==> config.mk <==
export PLATFORM = sky130hd
export DESIGN_NAME = i2c_mst_ctrl_byte
export DESIGN_NICKNAME = d
export VERILOG_FILES = /design/src/rtl/i2c_mst_ctrl_byte_pkg.sv /design/src/rtl/i2c_mst_ctrl_byte.sv
export SDC_FILE = /design/constraint.sdc
export NUM_CORES = 1
export LEC_CHECK = 0
export CORE_MARGIN = 1
export CORE_UTILIZATION = 32
export CTS_CLUSTER_DIAMETER = 50
export DETAILED_ROUTE_END_ITERATION = 16
export SLEW_MARGIN = 20
export SYNTH_ARGS = -nofsm -noshare
export SYNTH_HDL_FRONTEND = slang
export SYNTH_SLANG_ARGS = --single-unit
==> constraint.sdc <==
create_clock -name clk -period 2.3 [get_ports clk]
set_input_delay 0.46 -clock clk [delete_from_list [all_inputs] [get_ports clk]]
set_output_delay 0.46 -clock clk [all_outputs]
set_load 0.02 [all_outputs]
==> src/rtl/i2c_mst_ctrl_byte_pkg.sv <==
// Shared types and constants for the I2C master byte-level command sequencer.
`timescale 1ns/1ps
package i2c_mst_ctrl_byte_pkg;

   // Bit-controller command encodings (mirror of i2c_master_defines)
   localparam logic [3:0] I2C_CMD_NOP   = 4'b0000;
   localparam logic [3:0] I2C_CMD_START = 4'b0001;
   localparam logic [3:0] I2C_CMD_STOP  = 4'b0010;
   localparam logic [3:0] I2C_CMD_WRITE = 4'b0100;
   localparam logic [3:0] I2C_CMD_READ  = 4'b1000;

   localparam int unsigned DATA_W = 8;
   localparam int unsigned CNT_W  = 3;

   // Byte sequencer states
   typedef enum logic [2:0] {
      ST_IDLE  = 3'd0,
      ST_START = 3'd1,
      ST_WRITE = 3'd2,
      ST_READ  = 3'd3,
      ST_ACK   = 3'd4,
      ST_STOP  = 3'd5
   } byte_state_t;

endpackage

==> src/rtl/i2c_mst_ctrl_byte.sv <==
// Byte-level command sequencer: expands start/write/read/stop requests into
// bit-controller commands, shifts tx/rx data and captures the acknowledge.
`timescale 1ns/1ps
module i2c_mst_ctrl_byte
   import i2c_mst_ctrl_byte_pkg::*;
(
   input  logic        clk,
   input  logic        rstn,
   input  logic        ena,
   input  logic        start,
   input  logic        stop,
   input  logic        read,
   input  logic        write,
   input  logic        ack_in,
   input  logic [7:0]  din,
   output logic        cmd_ack,
   output logic        ack_out,
   output logic [7:0]  dout,
   output logic        i2c_al,
   output logic [3:0]  bit_cmd,
   input  logic        bit_cmd_ack,
   input  logic        bit_al,
   output logic        bit_din,
   input  logic        bit_dout
);

   byte_state_t       state;
   logic [DATA_W-1:0] sr;
   logic [CNT_W-1:0]  cnt;
   logic              rd_byte;
   logic              req_c;

   // Any pending host request
   assign req_c = start | stop | read | write;

   // Received byte is the shift register itself
   assign dout = sr;

   // Sequencer FSM with registered bit-controller command, data and status
   always_ff @(posedge clk or negedge rstn) begin
      if (!rstn) begin
         state   <= ST_IDLE;
         bit_cmd <= I2C_CMD_NOP;
         bit_din <= 1'b1;
         cmd_ack <= 1'b0;
         ack_out <= 1'b0;
         i2c_al  <= 1'b0;
         sr      <= '0;
         cnt     <= '0;
         rd_byte <= 1'b0;
      end else if (ena) begin
         cmd_ack <= 1'b0;
         i2c_al  <= 1'b0;
         if (bit_al) begin
            // Lost arbitration: drop the transfer, keep data registers
            state   <= ST_IDLE;
            bit_cmd <= I2C_CMD_NOP;
            bit_din <= 1'b1;
            i2c_al  <= 1'b1;
         end else begin
            case (state)
               ST_IDLE: begin
                  // The cmd_ack / i2c_al cycle blocks re-accepting a stale request
                  if (req_c && !cmd_ack && !i2c_al) begin
                     sr      <= din;
                     cnt     <= CNT_W'(DATA_W - 1);
                     rd_byte <= read;
                     if (start) begin
                        state   <= ST_START;
                        bit_cmd <= I2C_CMD_START;
                     end else if (read) begin
                        state   <= ST_READ;
                        bit_cmd <= I2C_CMD_READ;
                     end else if (write) begin
                        state   <= ST_WRITE;
                        bit_cmd <= I2C_CMD_WRITE;
                        bit_din <= din[7];
                     end else begin
                        state   <= ST_STOP;
                        bit_cmd <= I2C_CMD_STOP;
                     end
                  end
               end

               ST_START: begin
                  if (bit_cmd_ack) begin
                     if (read) begin
                        state   <= ST_READ;
                        bit_cmd <= I2C_CMD_READ;
                     end else if (write) begin
                        state   <= ST_WRITE;
                        bit_cmd <= I2C_CMD_WRITE;
                        bit_din <= sr[7];
                     end else if (stop) begin
                        state   <= ST_STOP;
                        bit_cmd <= I2C_CMD_STOP;
                     end else begin
                        state   <= ST_IDLE;
                        bit_cmd <= I2C_CMD_NOP;
                        cmd_ack <= 1'b1;
                     end
                  end
               end

               ST_WRITE: begin
                  if (bit_cmd_ack) begin
                     sr  <= {sr[DATA_W-2:0], 1'b0};
                     cnt <= cnt - CNT_W'(1);
                     if (cnt == '0) begin
                        // Sample the slave acknowledge
                        state   <= ST_ACK;
                        bit_cmd <= I2C_CMD_READ;
                        bit_din <= 1'b1;
                     end else begin
                        bit_din <= sr[DATA_W-2];
                     end
                  end
               end

               ST_READ: begin
                  if (bit_cmd_ack) begin
                     sr  <= {sr[DATA_W-2:0], bit_dout};
                     cnt <= cnt - CNT_W'(1);
                     if (cnt == '0) begin
                        // Drive the master acknowledge
                        state   <= ST_ACK;
                        bit_cmd <= I2C_CMD_WRITE;
                        bit_din <= ack_in;
                     end
                  end
               end

               ST_ACK: begin
                  if (bit_cmd_ack) begin
                     if (!rd_byte) begin
                        ack_out <= bit_dout;
                     end
                     bit_din <= 1'b1;
                     if (stop) begin
                        state   <= ST_STOP;
                        bit_cmd <= I2C_CMD_STOP;
                     end else begin
                        state   <= ST_IDLE;
                        bit_cmd <= I2C_CMD_NOP;
                        cmd_ack <= 1'b1;
                     end
                  end
               end

               ST_STOP: begin
                  if (bit_cmd_ack) begin
                     state   <= ST_IDLE;
                     bit_cmd <= I2C_CMD_NOP;
                     cmd_ack <= 1'b1;
                  end
               end

               default: begin
                  state   <= ST_IDLE;
                  bit_cmd <= I2C_CMD_NOP;
                  bit_din <= 1'b1;
               end
            endcase
         end
      end
   end

endmodule

; ---- After elaboration in Yosys (flattened, before gate mapping)
; Index checks and enable logic that the tools add are counted.
[classes]
shifts = 0
magnitude_cmp = 0
mul = 0
muxes = 60
add_sub_neg = 1
div = 0
eq_ne = 25
bitwise_logic = 5
reduce_logical = 16
[op_table]
columns = operator, n
row1 = $mux W3, 17
row2 = $mux W4, 12
row3 = $ne A3 B3 Y1 const B, 13
row4 = $mux W8, 3
row5 = $pmux W4 S6, 1
row6 = $pmux W8 S3, 1
row7 = $mux W1, 21
row8 = $pmux W3 S5, 1
row9 = $reduce_and A13 Y1, 1
row10 = $reduce_and A5 Y1, 2
row11 = $reduce_and A9 Y1, 1
row12 = $ne A2 B2 Y1 const B, 4
row13 = $reduce_and A7 Y1, 1
row14 = $eq A3 B2 Y1 const B, 2
row15 = $eq A3 B3 Y1 const B, 2
row16 = $logic_not A3 Y1, 2
row17 = $ne A3 B1 Y1 const B, 2
row18 = $pmux W1 S6, 1
row19 = $pmux W3 S2, 1
row20 = $reduce_and A6 Y1, 1
row21 = $reduce_and A4 Y1, 1
row22 = $eq A3 B1 Y1 const B, 1
row23 = $or A1 B1 Y1, 3
row24 = $pmux W1 S3, 1
row25 = 9 further kinds, 12
[totals]
romBits = 0
n_memories = 0
latch_bits = 0
mem_bits_rw = 0
reg_bits = 23

; ---- Logic depth before layout (Yosys ltp)
[logic_depth]
depth_word = 8
depth_mapped = 8

; ---- Worst setup path after synthesis
; No wires, ideal clock.
[synth_timing]
kind = register -> register
startpoint = register state[1]
endpoint = register rd_byte
path_slack_ns = 0.490
arrival_ns = 1.683
synth_period_minus_slack_ns = 1.810
path_stages_with_launch = 7
required_ns = 2.172
path_cell_list = dfrtp_1 -> buf_6 -> or4_1 -> o21ai_1 -> nand3_2 -> nor2_1 -> mux2_1
[synth_between]
elab_chain_len = 2
[synth_lines]
columns = item, line
row1 = "start, declared", i2c_mst_ctrl_byte.sv:27  ; byte_state_t state;
row2 = "start signal, assigned", i2c_mst_ctrl_byte.sv:42  ; state <= ST_IDLE;
row3 = "start signal, assigned", i2c_mst_ctrl_byte.sv:56  ; state <= ST_IDLE;
row4 = "start signal, assigned", i2c_mst_ctrl_byte.sv:69  ; state <= ST_START;
row5 = $logic_not A3 Y1, i2c_mst_ctrl_byte.sv:61  ; case (state)
row6 = $reduce_and A4 Y1 (no source line), -
row7 = "end signal, assigned", i2c_mst_ctrl_byte.sv:67  ; rd_byte <= read;
row8 = "end, declared", i2c_mst_ctrl_byte.sv:30  ; logic rd_byte;
; Every way passes these cells.
; A chain may end at the register's enable or synchronous reset.

; ---- Worst setup path in the final report
[layout_timing]
startpoint = input stop
endpoint = register state[2]
[layout_between]
elab_chain_len = 7
elab_cells_between_ends = 14
classes_between = 1 x eq/ne / 7 x mux / 3 x bitwise / 3 x reduce/logical
[layout_lines]
columns = item, line
row1 = "start, declared", i2c_mst_ctrl_byte.sv:11  ; input logic stop,
row2 = $or A1 B1 Y1 (3 in a row), i2c_mst_ctrl_byte.sv:34  ; assign req_c = start | stop | read | write;
row3 = $logic_and A1 B1 Y1 (2 in a row), i2c_mst_ctrl_byte.sv:64  ; if (req_c && !cmd_ack && !i2c_al) begin
row4 = $ne A3 B3 Y1 (no source line), -
row5 = $reduce_and A7 Y1 (no source line), -
row6 = "end signal, assigned", i2c_mst_ctrl_byte.sv:69
row7 = "end signal, assigned", i2c_mst_ctrl_byte.sv:72  ; state <= ST_READ;
row8 = "end signal, assigned", i2c_mst_ctrl_byte.sv:75  ; state <= ST_WRITE;
; Parallel ways exist; a longest one is shown, timed or not. The select of a mux whose other input is x is not followed.

==> impl_metrics.yaml <==
timing:
  slew_viol_final: 0
  post-route-min-period_ps: 2090
  whs_ps: 474.6
  period_share: 0.9086
  slew_headroom: 0.6811
  skew_ps: 6.898
  fmax_mhz: 478.5
  setup_viol: 0
  hold_viol: 0
  worst_slew_pin_slew_ps: 472.4
  tns_ps: 0
  grt_setup_unrepaired: "no"
cts:
  cts_made_buffers: 3
  h-tree-depth: 1
  cts-root-buf: "clkbuf_8"
  clockBufferDepth: 2
  worstSkewPairLatency_ps: 260
  postCtsSetupRepairBufs: 0
  tritoncts: "built"
  clk_pin_slew_ps: 80
  cts_resized: 0
  cts_num_sinks: 23
  hold_buffers: 0
global_routing:
  grt_max_degree: 24
  antenna_found_initial: 0
  grt_pass1_vias: 1215
  grt_pass1_wl_um: 5257
  grt_remaining_overflow: 0
  grt_use_total: 0.1560
placed_design:
  place.gp.congestion: 0.8929
  place_inst: 229
  hpwlAfterDp_um: 2366
  port_buffers: 34
logic_synthesis:
  syn_avg_cell_area_um2: 9.428
  synthArstFlopShare: 1.000
  synth_nets: 163
  synth_edf_count: 0
  synth_area_um2: 1339
  synth.distinct_cells: 35
  ys_seq_area_frac: 0.4308
  synthCells: 142
  yosysWarnings: 0
  ys.flop_type: "dfrtp_1"
  ys_ff_latch: 23
power:
  power_mw: 2.098
  power_leakage_nw: 0.8069
  ir_drop_mv: 0.5109
  power_density_nw_per_um2: 1157
final_layout:
  insertedDiodeCount: 0
  seqCellArea_um2: 576.8
  fin_util: 0.4532
  nets: 205
  layout-drive-gt1-share: 0.1366
  area_growth_pct: 35.42
  multi_input_area_um2: 683.2
  final_cells: 233
  final_common_cell: "clkdlybuf4s50_1"
  final_cell_mix: "clkdlybuf4s50_1 (34), dfrtp_1 (22), nand2_1 (13)"
  nFillCells: 400
drt:
  wl_per_cell_um: 13.43
  via_count: 1206
  routedLengthMet1_um: 1391
  wl_met3_um: 212
  first_iter_violations: 75
  first_pass_iters: 4
  highest_layer: "met4"
  route.met2.wl_um: 1503
  viasPerCell: 5.176
  route.detailed.drc: 0
  antenna_left: 0
  wirelength_um: 3130
setup_path:
  cp_data_arrival_time_ps: 2230
  path_buf_inv: 1
  cp_slowest_cell: "clkdlybuf4s50_1"
  end_kind: "flip-flop"
  critPathKind: "in2reg"
  critPathTopFamily: "buffers and inverters"
  slowest_delay_ps: 530
  cp_max_fo: 7
  worst_ep_required_time_ps: 2440
  worstSetupStartpointType: "input pin"
  r2r_slack_ps: 280
  crit_chain: "clkdlybuf4s50_1, nor4_1, o311ai_0, and3_1, mux2_2"
floorplan:
  die_h_um: 66.68
  core_area_um2: 4000
  initial_core_util: 0.3347
  die_area_um2: 4446
  io_pins: 35
  floorplan.rows: 23
  die_w_um: 66.68
outcome:
  status: "complete, no violations"
worst_hold_path:
  hp-class: "reg2reg"
job:
  maxCapViolations: 0
## final cells by class
cell class | instances | area share
repair buffers | 45 | 0.2333
multi-input cells | 105 | 0.3768
clock buffers | 4 | 0.02484
inverters | 6 | 0.01242
well taps | 50 | 0.03451
flip-flops and latches | 23 | 0.3182
## power breakdown
| group | switching, mW | internal [mW] | total (mW) |
|---|---|---|---|
| logic | 0.582 | 0.551 | 1.13 |
| registers | 0.139 | 0.582 | 0.721 |
| clock network | 0.121 | 0.123 | 0.245 |
| total | 0.842 | 1.26 | 2.10 |
## cells by family (layout without fill, tap and decap cells)
| logic type | count (synthesis) | after routing | share of synthesized area |
|---|---|---|---|
| compound gates | 35 | 35 | 0.1608 |
| flops | 23 | 23 | 0.4308 |
| simple gates | 49 | 49 | 0.1804 |
| mux | 19 | 19 | 0.1505 |
| buf+inv | 14 | 55 | 0.05887 |
| fa+ha+maj | 2 | 2 | 0.01869 |
## synth_stat cells (2+ instances only)
cell type	n	area, um2
ha_1	2	25.02
nor2b_1	4	25.02
a22oi_1	2	15.01
o311ai_0	3	26.28
dfrtp_1	22	550.5
nand2_1	13	48.80
a21oi_1	5	25.02
nor2_1	12	45.04
inv_1	6	22.52
nor3_1	6	30.03
o22ai_1	3	18.77
o21ai_1	11	55.05
clkbuf_1	4	15.01
o21ai_0	5	25.02
and3_1	3	18.77
mux2_2	8	90.09
nand2b_1	4	25.02
mux2i_1	10	100.1
buf_6	3	33.78
## per-layer routing
| metal | vias up | global-route usage |
|---|---|---|
| li1 | 594 | - |
| met1 | 571 | 0.1829 |
| met2 | 37 | 0.2727 |
| met3 | 4 | 0.03425 |
| met4 | 0 | 0.06117 |
| met5 | - | 0 |
## path summary, 6_finish.rpt
check / from / endpoint / depth (start not counted)
setup / recovery: stop / state[2] / 5
hold / removal: cnt[0] / cnt[0] / 1
setup reg to reg: cnt[0] / state[2] / 7
hold reg to reg: cnt[0] / cnt[0] / 1
max in group asynchronous: rstn / bit_din / 2
min in group asynchronous: rstn / cmd_ack / 2
## stage by stage
step	cell area, um2	worst slack, ps
2_1_floorplan	1339	489.8
3_3_place_gp	1768	15.84
3_5_place_dp	1768	-58.68
4_1_cts	1813	224.1
5_1_grt	1813	157.2
6_report	1813	210.2
## sequential cells by signal, indices dropped and copies added, names as in the netlist
name and count:
dout 8, bit_cmd 4, cnt 3, state 3, ack_out 1, bit_din 1, cmd_ack 1, i2c_al 1
rd_byte 1
Note: power is estimated with default switching activity, not from simulation.
